==> src/rtl/legv8_ctrl_pkg.sv <==
// legv8_ctrl_pkg: shared states, opcodes, field encodings and control word layout
package legv8_ctrl_pkg;
  typedef enum logic [2:0] {FETCH, DECODE, EXEC, MEM, HALT} state_e;
  typedef enum logic [3:0] {
    C_ADD, C_SUB, C_AND, C_ORR, C_ADDS, C_SUBS, C_ADDI, C_SUBI,
    C_B, C_BCOND, C_BR, C_LDUR, C_STUR, C_ILL
  } cls_e;
  localparam logic [10:0] OP_ADD   = 11'b10001011000;
  localparam logic [10:0] OP_SUB   = 11'b11001011000;
  localparam logic [10:0] OP_AND   = 11'b10001010000;
  localparam logic [10:0] OP_ORR   = 11'b10101010000;
  localparam logic [10:0] OP_ADDS  = 11'b10101011000;
  localparam logic [10:0] OP_SUBS  = 11'b11101011000;
  localparam logic [10:0] OP_BR    = 11'b11010110000;
  localparam logic [10:0] OP_LDUR  = 11'b11111000010;
  localparam logic [10:0] OP_STUR  = 11'b11111000000;
  localparam logic [9:0]  OP_ADDI  = 10'b1001000100;
  localparam logic [9:0]  OP_SUBI  = 10'b1101000100;
  localparam logic [5:0]  OP_B     = 6'b000101;
  localparam logic [7:0]  OP_BCOND = 8'b01010100;
  localparam logic [4:0] FS_AND = 5'b00000;
  localparam logic [4:0] FS_OR  = 5'b00100;
  localparam logic [4:0] FS_ADD = 5'b01000;
  localparam logic [4:0] FS_SUB = 5'b01001;
  localparam logic [1:0] DT_ALU = 2'b00;
  localparam logic [1:0] DT_REGB = 2'b01;
  localparam logic [1:0] DT_PC4 = 2'b10;
  localparam logic [1:0] DT_MEM = 2'b11;
  localparam logic [1:0] PC_HOLD = 2'b00;
  localparam logic [1:0] PC_INC = 2'b01;
  localparam logic [1:0] PC_ADD = 2'b10;
  localparam logic [1:0] PC_LOAD = 2'b11;
  localparam logic [1:0] MEM_RAM = 2'b01;
  localparam logic [1:0] SIZE_64 = 2'b11;
  localparam logic [4:0] COND_EQ = 5'h00;
  localparam logic [4:0] COND_NE = 5'h01;
  localparam logic [4:0] COND_HS = 5'h02;
  localparam logic [4:0] COND_LO = 5'h03;
  localparam logic [4:0] COND_MI = 5'h04;
  localparam logic [4:0] COND_PL = 5'h05;
  localparam logic [4:0] COND_GE = 5'h0A;
  localparam logic [4:0] COND_LT = 5'h0B;
  localparam logic [4:0] COND_AL = 5'h0E;
  typedef struct packed {
    logic [4:0] fs;
    logic [4:0] sa;
    logic [4:0] sb;
    logic [4:0] da;
    logic       w_reg;
    logic       c0;
    logic [1:0] mem_cs;
    logic       b_sel;
    logic       mem_write_en;
    logic       ir_load;
    logic       status_load;
    logic [1:0] size;
    logic       add_tri_sel;
    logic [1:0] data_tri_sel;
    logic       pc_sel;
    logic [1:0] pc_fs;
  } cw_t;
  function automatic logic [35:0] pack_cw(input cw_t c);
    return c;
  endfunction
  function automatic logic cond_true(input logic [4:0] cond, input logic [3:0] st);
    logic v, c, n, z;
    {v, c, n, z} = st;
    case (cond)
      COND_EQ: return z;
      COND_NE: return !z;
      COND_HS: return c;
      COND_LO: return !c;
      COND_MI: return n;
      COND_PL: return !n;
      COND_GE: return n == v;
      COND_LT: return n != v;
      COND_AL: return 1'b1;
      default: return 1'b0;
    endcase
  endfunction
endpackage

==> src/rtl/instr_decode.sv <==
// instr_decode: classifies IR, extracts register fields and forms the branch/immediate constant
module instr_decode
  import legv8_ctrl_pkg::*;
(
  input  logic [31:0] ir,
  output cls_e        cls,
  output logic [4:0]  rn,
  output logic [4:0]  rm,
  output logic [4:0]  rd,
  output logic [4:0]  rt,
  output logic        has_k,
  output logic [63:0] k_val
);
  assign rn = ir[9:5];
  assign rm = ir[20:16];
  assign rd = ir[4:0];
  assign rt = ir[4:0];
  assign cls = ir[31:21] == OP_ADD   ? C_ADD   :
               ir[31:21] == OP_SUB   ? C_SUB   :
               ir[31:21] == OP_AND   ? C_AND   :
               ir[31:21] == OP_ORR   ? C_ORR   :
               ir[31:21] == OP_ADDS  ? C_ADDS  :
               ir[31:21] == OP_SUBS  ? C_SUBS  :
               ir[31:21] == OP_BR    ? C_BR    :
               ir[31:21] == OP_LDUR  ? C_LDUR  :
               ir[31:21] == OP_STUR  ? C_STUR  :
               ir[31:22] == OP_ADDI  ? C_ADDI  :
               ir[31:22] == OP_SUBI  ? C_SUBI  :
               ir[31:26] == OP_B     ? C_B     :
               ir[31:24] == OP_BCOND ? C_BCOND : C_ILL;
  // branch offsets drop 4 because PC already advanced during fetch
  always_comb begin
    has_k = 1'b1;
    k_val = '0;
    case (cls)
      C_ADDI, C_SUBI: k_val = {52'b0, ir[21:10]};
      C_LDUR, C_STUR: k_val = {{55{ir[20]}}, ir[20:12]};
      C_B:            k_val = {{36{ir[25]}}, ir[25:0], 2'b00} - 64'd4;
      C_BCOND:        k_val = {{43{ir[23]}}, ir[23:5], 2'b00} - 64'd4;
      default:        has_k = 1'b0;
    endcase
  end
endmodule

==> src/rtl/legv8_control_unit.sv <==
// legv8_control_unit: multi-cycle FETCH/DECODE/EXEC/MEM sequencer for the LEGv8 datapath
module legv8_control_unit
  import legv8_ctrl_pkg::*;
#(
  parameter int WAIT_LIMIT = 0
) (
  input  logic        clock,
  input  logic        reset,
  input  logic [31:0] IR,
  input  logic [3:0]  status,
  input  logic        mem_ready,
  output logic [35:0] controlWord,
  output logic [63:0] k,
  output logic [2:0]  state_out,
  output logic        halted,
  output logic        fault
);
  state_e      state_q, state_d;
  logic [63:0] k_q, k_d;
  logic        fault_q, fault_d;
  logic [31:0] cnt_q, cnt_d;
  cw_t         cw;
  cls_e        cls;
  logic [4:0]  rn, rm, rd, rt;
  logic        has_k, timeout, sub;
  logic [63:0] dec_k;
  instr_decode u_dec (
    .ir(IR), .cls(cls), .rn(rn), .rm(rm), .rd(rd), .rt(rt), .has_k(has_k), .k_val(dec_k)
  );
  assign timeout = WAIT_LIMIT > 0 && cnt_q == 32'(WAIT_LIMIT) && !mem_ready;
  assign sub = cls inside {C_SUB, C_SUBS, C_SUBI};
  // next state, control word, constant, fault and wait-counter updates
  always_comb begin
    cw = '0;
    state_d = state_q;
    k_d = k_q;
    fault_d = fault_q;
    case (state_q)
      FETCH: begin
        cw.add_tri_sel = 1'b1;
        cw.mem_cs = MEM_RAM;
        cw.data_tri_sel = DT_MEM;
        cw.ir_load = mem_ready;
        cw.pc_fs = mem_ready ? PC_INC : PC_HOLD;
        state_d = mem_ready ? DECODE : timeout ? HALT : FETCH;
        fault_d = fault_q | timeout;
      end
      DECODE: begin
        k_d = has_k ? dec_k : k_q;
        state_d = cls == C_ILL ? HALT : cls inside {C_LDUR, C_STUR} ? MEM : EXEC;
        fault_d = fault_q | (cls == C_ILL);
      end
      EXEC: begin
        state_d = FETCH;
        case (cls)
          C_ADD, C_SUB, C_AND, C_ORR, C_ADDS, C_SUBS, C_ADDI, C_SUBI: begin
            cw.fs = cls == C_AND ? FS_AND : cls == C_ORR ? FS_OR : sub ? FS_SUB : FS_ADD;
            cw.c0 = sub;
            cw.sa = rn;
            cw.sb = rm;
            cw.da = rd;
            cw.w_reg = 1'b1;
            cw.b_sel = cls inside {C_ADDI, C_SUBI};
            cw.status_load = cls inside {C_ADDS, C_SUBS};
            cw.data_tri_sel = DT_ALU;
          end
          C_B: begin
            cw.pc_sel = 1'b1;
            cw.pc_fs = PC_ADD;
          end
          C_BCOND: begin
            cw.pc_sel = 1'b1;
            cw.pc_fs = cond_true(rd, status) ? PC_ADD : PC_HOLD;
          end
          C_BR: begin
            cw.sa = rn;
            cw.pc_fs = PC_LOAD;
          end
          default: ;
        endcase
      end
      MEM: begin
        cw.fs = FS_ADD;
        cw.sa = rn;
        cw.b_sel = 1'b1;
        cw.mem_cs = MEM_RAM;
        cw.size = SIZE_64;
        cw.data_tri_sel = cls == C_STUR ? DT_REGB : DT_MEM;
        cw.sb = cls == C_STUR ? rt : 5'd0;
        cw.da = cls == C_STUR ? 5'd0 : rt;
        cw.mem_write_en = cls == C_STUR;
        cw.w_reg = cls == C_LDUR && mem_ready;
        state_d = mem_ready ? FETCH : timeout ? HALT : MEM;
        fault_d = fault_q | timeout;
      end
      HALT: ;
      default: state_d = FETCH;
    endcase
    cnt_d = state_d != state_q ? '0 :
            (state_q inside {FETCH, MEM} && !mem_ready) ? cnt_q + 32'd1 : cnt_q;
  end
  // state registers, cleared asynchronously when reset goes low
  always_ff @(posedge clock or negedge reset) begin
    if (!reset) begin
      state_q <= FETCH;
      k_q <= '0;
      fault_q <= 1'b0;
      cnt_q <= '0;
    end else begin
      state_q <= state_d;
      k_q <= k_d;
      fault_q <= fault_d;
      cnt_q <= cnt_d;
    end
  end
  assign controlWord = reset ? pack_cw(cw) : 36'd0;
  assign k = k_q;
  assign state_out = state_q;
  assign halted = state_q == HALT;
  assign fault = fault_q;
endmodule

==> config.mk <==
export PLATFORM = sky130hd
export DESIGN_NAME = legv8_control_unit
export DESIGN_NICKNAME = d
export VERILOG_FILES = /design/src/rtl/legv8_ctrl_pkg.sv /design/src/rtl/instr_decode.sv /design/src/rtl/legv8_control_unit.sv
export SDC_FILE = /design/constraint.sdc
export NUM_CORES = 1
export LEC_CHECK = 0
export CORE_ASPECT_RATIO = 1.75
export CORE_MARGIN = 1
export CORE_UTILIZATION = 48
export DETAILED_ROUTE_END_ITERATION = 8
export HOLD_SLACK_MARGIN = 0.05
export PLACE_DENSITY = 0.88
export SLEW_MARGIN = 20
export SYNTH_ARGS = -nofsm -noshare
export SYNTH_HDL_FRONTEND = slang
export SYNTH_SLANG_ARGS = --single-unit
==> constraint.sdc <==
create_clock -name clock -period 13.55 [get_ports clock]
set_clock_uncertainty 0.05 [all_clocks]
set_input_delay 4.065 -clock clock [delete_from_list [all_inputs] [get_ports clock]]
set_output_delay 4.065 -clock clock [all_outputs]
set_load 0.02 [all_outputs]
==> results of run 1 <==
==> area by class of cell <==
class,count,share of cell area [%]
multi-input cells,342,45.84
repair buffers,145,30.21
flip-flops and latches,33,17.34
clock buffers,7,2.994
well taps,84,2.206
inverters,10,0.7880
clock inverters,1,0.6304
==> state kept, by name (all words and copies together) (netlist names) <==
| name | flops |
|---|---|
| k | 29 |
| fault | 1 |
| state_out | 3 |
==> layer usage <==
metal	vias to the layer above	track usage (%)
met5	-	0
met4	0	20.43
met3	46	4.464
met2	247	57.44
met1	1904	34.57
li1	1826	-
==> worst max-delay path, cell delays in order <==
cell and delay [ns]:
clkdlybuf4s50_1 0.63, nor3_1 0.69, and3_1 0.27, o21ai_0 0.20, nor3_1 0.73, a22o_1 0.27
clkdlybuf4s50_1 0.62
==> logic make-up after synthesis <==
group                    Yosys count  synth area share, %
AO/OA/AOI/OAI                    126                24.46
buffers and inverters             90                14.44
XOR/XNOR                          20                5.005
multiplexers                       3               0.8581
flip-flops                        33                23.60
adder cells (fa/ha/maj)            6                2.145
AND/OR/NAND/NOR                  184                29.39
other                              1               0.1072
==> worst min path at each step <==
| stage | to | slack, ns | cells after the start |
|---|---|---|---|
| 2_1_floorplan | state_out[0]$_DFFE_PN0N_ | 0.52 | 1 |
| 3_3_place_gp | fault$_DFFE_PN0N_ | 0.42 | 1 |
| 3_5_place_dp | fault$_DFFE_PN0N_ | 0.43 | 1 |
| 4_1_cts | fault$_DFFE_PN0N_ | 0.45 | 1 |
| 5_1_grt | fault$_DFFE_PN0N_ | 0.47 | 1 |
| 6_report | fault$_DFFE_PN0N_ | 0.45 | 1 |
==> stage by stage <==
stage / cell area (sq um) / setup slack (ns) / total power, mW / instances / util [%]
2_1_floorplan: 3507 / 3.314 / 0.3520 / 465 / -
3_3_place_gp: 4591 / 2.175 / 0.4680 / 614 / 65.99
3_5_place_dp: 4591 / 2.021 / 0.4737 / 614 / 65.99
4_1_cts: 4763 / 2.013 / 0.6126 / 622 / 68.47
5_1_grt: 4763 / 1.739 / 0.6371 / 622 / 68.47
6_report: 4763 / 1.962 / 0.6097 / 622 / 68.47
==> cells in the mapped netlist, types with 2 or more instances <==
library cell	count
buf_2	2
or3_1	15
dfrtp_1	33
o211ai_1	3
nor3_1	23
nand3_1	14
o211a_1	3
nor2b_1	2
o21bai_1	2
nand2b_1	3
o32a_1	3
xor2_1	8
xnor2_1	12
nor4b_1	3
buf_6	2
and3_1	7
o21ai_0	20
a221oi_1	3
and2_1	14
a22oi_1	8
inv_1	10
buf_4	40
o31ai_1	4
o21a_1	5
nor4_1	19
ha_1	6
or4_1	7
or4_4	2
nor4bb_1	3
a21oi_1	30
nand4_1	6
mux2i_1	3
a22o_1	6
o31a_1	5
nor2_1	38
nor3b_1	2
clkbuf_1	35
or2_2	5
a41o_1	2
a211oi_1	4
o22a_1	5
o22ai_1	5
a31oi_1	10
nand2_1	15
==> power groups by stage <==
stage / clock network (mW) / registers [mW] / logic (mW)
final: 0.138 / 0.155 / 0.317
after global routing: 0.143 / 0.159 / 0.336
after CTS: 0.139 / 0.155 / 0.319
after detailed placement: 0 / 0.156 / 0.318
after global placement: 0 / 0.154 / 0.314
after floorplan: 0 / 0.190 / 0.162
==> impl_results.md, run 1 <==
* Reg power frac at 25.4%
* Max Clk Rate at roughly 86 MHz
* CTS clk-pin slew, worst paths at around 0.060 ns
* Crit path to: controlWord[23]
* FF-to-FF path depth at 6
* Hold/Removal Path Class: reg -> reg
* Clock Latency Late Sink at about 0.28 ns
* Initial antenna violation count at 0
* H-tree depth at 2
* Final Hold Fails at 0
* Number of global-route vias before repair at between 3000 and 4000
* # rows at 40
* RR Startpoint: state_out[2]$_DFFE_PN0N_
* Primary FF master, synth: dfrtp_1
* Reg area at between 800 and 900 sq um
* Initial Utilization at 50.31%
* Comb pwr share at between 50% and 60%
* Internal at 373.7 uW
* Vias/cell at 6.468
* N_diodes at 0
* Hold Crit Start: fault$_DFFE_PN0N_
* Peak supply drop at about 0.076 mV
* CTS buffer count at 5
* Final wirelength at approximately 12 mm
* Cell Pwr Density at approximately 130 nW/um^2
* Static Leak at 1.750 nW
* Final HPWL DP at 9.076 mm
* Pre-antenna DRT Iters at 5
* Worst EP arrival at ~7.5 ns
* Psw at 236.0 uW
* R2R Setup Slk at around 11 ns
* Final setup viols at 0
* WL met3 at approximately 840 microns
* Post-synthesis cell type count at 60
* Final hold slack at about 0.45 ns
* Clock buffer depth at 2
* Post-cts sizing count at 0
* Routed WL per cell at around 20 microns
* #FFs+latches synth at 33
* Antenna viol nets, final at 0
* Die ar. at 7650 sq um
* Highest net fanout along the worst path at 11
* All-Layer GR Usage at ~32%
* Rel. slew slack at about 42%
* Final #Nets at ~580
* Top layer in use: met4
* Worst Setup Start Kind: input port
* Post-Synthesis Cells at around 460
* Filler cells at approximately 590
* Mapped Avg Cell Area at between 7 and 8 sq um
* Status: complete, no violations
* Clk root buf: clkbuf_16
* Most frequent cells in the layout: clkdlybuf4s50_1, nor2_1, dfrtp_1
* Area grow syn2layout at 36.11%
* Worst R2R End: k[25]$_DFFE_PN0P_
* TritonCTS clock tree: built
* Unrepaired setup endpoints after global routing: no
* Die X at about 67 microns
* Height of the chip at around 110 microns
* PortBufs at 140
* Req. time, crit path at 9.43 ns
* Met2 routed WL at about 6.5 mm
* Largest area contributor in the netlist: dfrtp_1
* Slew @ Worst Pin at between 0.8 and 0.9 ns
* Area occupied by multi-input gates at 2183 sq um
* Final worst path period share at roughly 86%
* Commonest non-fill, non-tap cell in the layout: clkdlybuf4s50_1
* DR iter-0 viols at 333
* Number of remaining DRC errors at 0
* Net Sw Frac at a little under 40%
* Synth async-reset ratio at 100.0%
* Crit path kind: in -> out
* Maximum capacitance violations at 0
* Routability congestion estimate at between 0.9 and 1
* Grt total ovfl at 0
* Vias at 4023
* Seq/Total Area, Yosys at a little under a quarter
* First-pass GRT wire length at ~19 mm
* M1 WL at approximately 4.3 mm
* Sink Count at 33
* Crit path launch: IR[22]
* Pins Over Slew Limit at 0
* Number of synthesized flops with an enable pin at 0
* Largest cells by area after synthesis: dfrtp_1, buf_4, a21oi_1
* Setup TNS at 0 ns
* Largest net degree at the start of global routing at 40
* Boundary pin count at about 140
* Placeable Area at 6957 sq um
* Synth warnings at 0
* Nature of the critical path endpoint: primary output
* Clk network pwr share at between 20 and 25%
* Share of cells above drive strength 1 at roughly 4.3%
* Hold-fix buffers at CTS at 0
* Minimum clock period at approximately 12 ns
* Synthesized area at between 3000 and 4000 sq um
* Post-synth top area share at roughly a quarter
* Setup Fix Bufs, Post-CTS at 0
(Power assumes the default switching activity.)
==> run 2, diff against run 1 <==
--- a/config.mk
+++ b/config.mk
@@ -5,12 +5,13 @@
 export SDC_FILE = /design/constraint.sdc
 export NUM_CORES = 1
 export LEC_CHECK = 0
+export ABC_AREA = 1
 export CORE_ASPECT_RATIO = 1.75
 export CORE_MARGIN = 1
-export CORE_UTILIZATION = 48
+export CORE_UTILIZATION = 40
 export DETAILED_ROUTE_END_ITERATION = 8
 export HOLD_SLACK_MARGIN = 0.05
-export PLACE_DENSITY = 0.88
+export PLACE_DENSITY = 0.7
 export SLEW_MARGIN = 20
 export SYNTH_ARGS = -nofsm -noshare
 export SYNTH_HDL_FRONTEND = slang
==> impl_results.md, run 2 <==
* Status: complete, no violations
* #FFs+latches synth at 33 (unchanged)
* N_diodes at 0 (unchanged)
* Worst EP arrival at 6.73 ns (-0.74 ns)
* Largest area contributor in the netlist: nand2_1
* Max Clk Rate at 92.18 MHz (+6.8%)
* Req. time, crit path at 9.43 ns (about the same)
* Crit path kind: in -> out
* Final worst path period share at 80.06% (-5.5 points)
* Post-synth top area share at 23.74% (+0.14 points)
* Post-cts sizing count at 0 (unchanged)
* Worst R2R End: k[3]$_DFFE_PN0P_
* Post-synthesis cell type count at 33 (-45%)
* RR Startpoint: state_out[1]$_DFFE_PN0N_
* Static Leak at 2.550 nW (+46%)
* Slew @ Worst Pin at 1.116 ns (+0.2508 ns)
* Number of remaining DRC errors at 0 (unchanged)
* Boundary pin count at 144 (unchanged)
* TritonCTS clock tree: built
* Number of synthesized flops with an enable pin at 0 (unchanged)
* Maximum capacitance violations at 0 (unchanged)
* CTS buffer count at 5 (unchanged)
* Die ar. at 10500 sq um (+37%)
* Vias/cell at 5.377 (-17%)
* Grt total ovfl at 0 (unchanged)
* Routability congestion estimate at 0.9721 (-2.1%)
* Nature of the critical path endpoint: primary output
* Setup Fix Bufs, Post-CTS at 0 (unchanged)
* Rel. slew slack at 25.37% (-16 points)
* Vias at 5011 (+25%)
* Placeable Area at 9849 sq um (+42%)
* Worst Setup Start Kind: input port
* R2R Setup Slk at 10.99 ns (-0.47 ns)
* Most frequent cells in the layout: nand2_1, clkdlybuf4s50_1, nand3_1
* Number of global-route vias before repair at 4762 (+26%)
* Cell Pwr Density at 64.08 nW/um^2 (-50%)
* Die X at 77.90 microns (+17%)
* Unrepaired setup endpoints after global routing: no
* Final setup viols at 0 (unchanged)
* Commonest non-fill, non-tap cell in the layout: nand2_1
* Final HPWL DP at 12.11 mm (+33%)
* Minimum clock period at 10.85 ns (-0.7396 ns)
* Pins Over Slew Limit at 0 (unchanged)
* Peak supply drop at 0.07574 mV (+0.28%)
* Area grow syn2layout at 33.45%
* Initial antenna violation count at 0 (unchanged)
* DR iter-0 viols at 358 (+7.5%)
* Setup TNS at 0 ns (unchanged)
* H-tree depth at 2 (unchanged)
* Largest cells by area after synthesis: nand2_1, dfrtp_1, nand3_1
* Final #Nets at 851 (+46%)
* Most common cell in the netlist: nand2_1
* Synthesized area at 4033 sq um (+15%)
* Post-Synthesis Cells at 709 (+53%)
* Hold-fix buffers at CTS at 0 (unchanged)
* Routed WL per cell at 16.63 microns (-15%)
* Pre-antenna DRT Iters at 5 (unchanged)
* All-Layer GR Usage at 30.03% (-2.3 points)
* Clk root buf: clkbuf_16
* Synth async-reset ratio at 100.0% (unchanged)
* Final Hold Fails at 0 (unchanged)
* Hold Crit Start: k[21]$_DFFE_PN0P_
* Final wirelength at 15.50 mm (+27%)
* Height of the chip at 134.8 microns (+17%)
* Commonest cells post-synth: nand2_1, nand3_1, nor2_1, inv_1, buf_4
* CTS clk-pin slew, worst paths at 0.05 ns (about the same)
* # rows at 48 (+20%)
* Sink Count at 33 (unchanged)
* Highest net fanout along the worst path at 35 (+24)
* Largest net degree at the start of global routing at 38 (-5.0%)
* Antenna viol nets, final at 0 (unchanged)
* Share of cells above drive strength 1 at 4.709% (+0.43 points)
* WHS Path Cells at 2 (+1)
* Synth warnings at 0 (unchanged)
* WHS Endpoint: k[21]$_DFFE_PN0P_
* Mapped Avg Cell Area at 5.688 sq um (-25%)
* Hold/Removal Path Class: reg -> reg
* Clock buffer depth at 2 (unchanged)
* Seq/Total Area, Yosys at 20.48% (-3.1 points)
* Primary FF master, synth: dfrtp_1
* Initial Utilization at 40.94% (-9.4 points)
* Clock Latency Late Sink at 0.29 ns (about the same)
* First-pass GRT wire length at 24.10 mm (+29%)
* Util after Layout at 54.64% (-14 points)
* PortBufs at 140 (unchanged)
* FF-to-FF path depth at 5 (-1)
* Max reg flops at 29 (unchanged)
-- run 2: worst max path at each step --
stage	depth (start not counted)	slack, ns	start	end
after floorplan	8	3.96	IR[31]	controlWord[1]
after global placement	11	2.76	reset	controlWord[19]
final	11	2.70	reset	controlWord[20]
after detailed placement	11	2.63	reset	controlWord[20]
after CTS	11	2.64	reset	controlWord[20]
after global routing	11	2.44	reset	controlWord[20]
-- run 2: logic make-up (layout without fill, tap and decap cells) --
| logic type | Yosys count | after routing | share of synthesized area [%] |
|---|---|---|---|
| AO/OA/AOI/OAI | 69 | 69 | 9.184 |
| XOR/XNOR | 6 | 6 | 1.303 |
| adder cells (fa/ha/maj) | 6 | 6 | 1.862 |
| buffers and inverters | 130 | 226 | 17.25 |
| flip-flops | 33 | 33 | 20.48 |
| other | 1 | 3 | 0.09299 |
| AND/OR/NAND/NOR | 464 | 464 | 49.83 |
-- run 2: metrics by stage --
step	setup WS [ns]	hold WS (ns)	power (mW)	std cells	area, sq um
2_1_floorplan	3.965	0.5249	0.1594	711	4040
3_3_place_gp	2.763	0.4105	0.2062	924	5209
3_5_place_dp	2.631	0.4145	0.2071	924	5209
4_1_cts	2.639	0.4298	0.3447	932	5381
5_1_grt	2.440	0.4391	0.3577	932	5381
6_report	2.701	0.4246	0.3449	932	5381
-- run 2: area by class of cell --
type	count	area, sq um
inverters	76	285.3
multi-input cells	548	2525
clock buffers	7	142.6
fillers	1028	4468
repair buffers	142	1416
flip-flops and latches	33	825.8
well taps	125	156.4
clock inverters	1	30.03
-- run 2: power breakdown --
part           switching (mW)  internal [mW]  total (mW)
logic                  0.0624         0.0382       0.101
clock network          0.0458         0.0919       0.138
registers             0.00513          0.101       0.107
total                   0.113          0.232       0.345
-- run 2: critical path: stages --
cell,delay [ns]
clkdlybuf4s50_1,0.45
buf_4,0.42
inv_1,0.32
nor2_1,0.17
nand2_1,0.09
inv_1,0.09
nor2_1,0.05
inv_2,0.21
nand2_1,0.08
a21oi_1,0.14
clkdlybuf4s50_1,0.63
-- run 2: routing by layer --
metal	wire, microns	track usage, %
met1	5704	31.49
met2	7915	54.87
met3	905	3.581
met4	972	20.88
met5	0	0
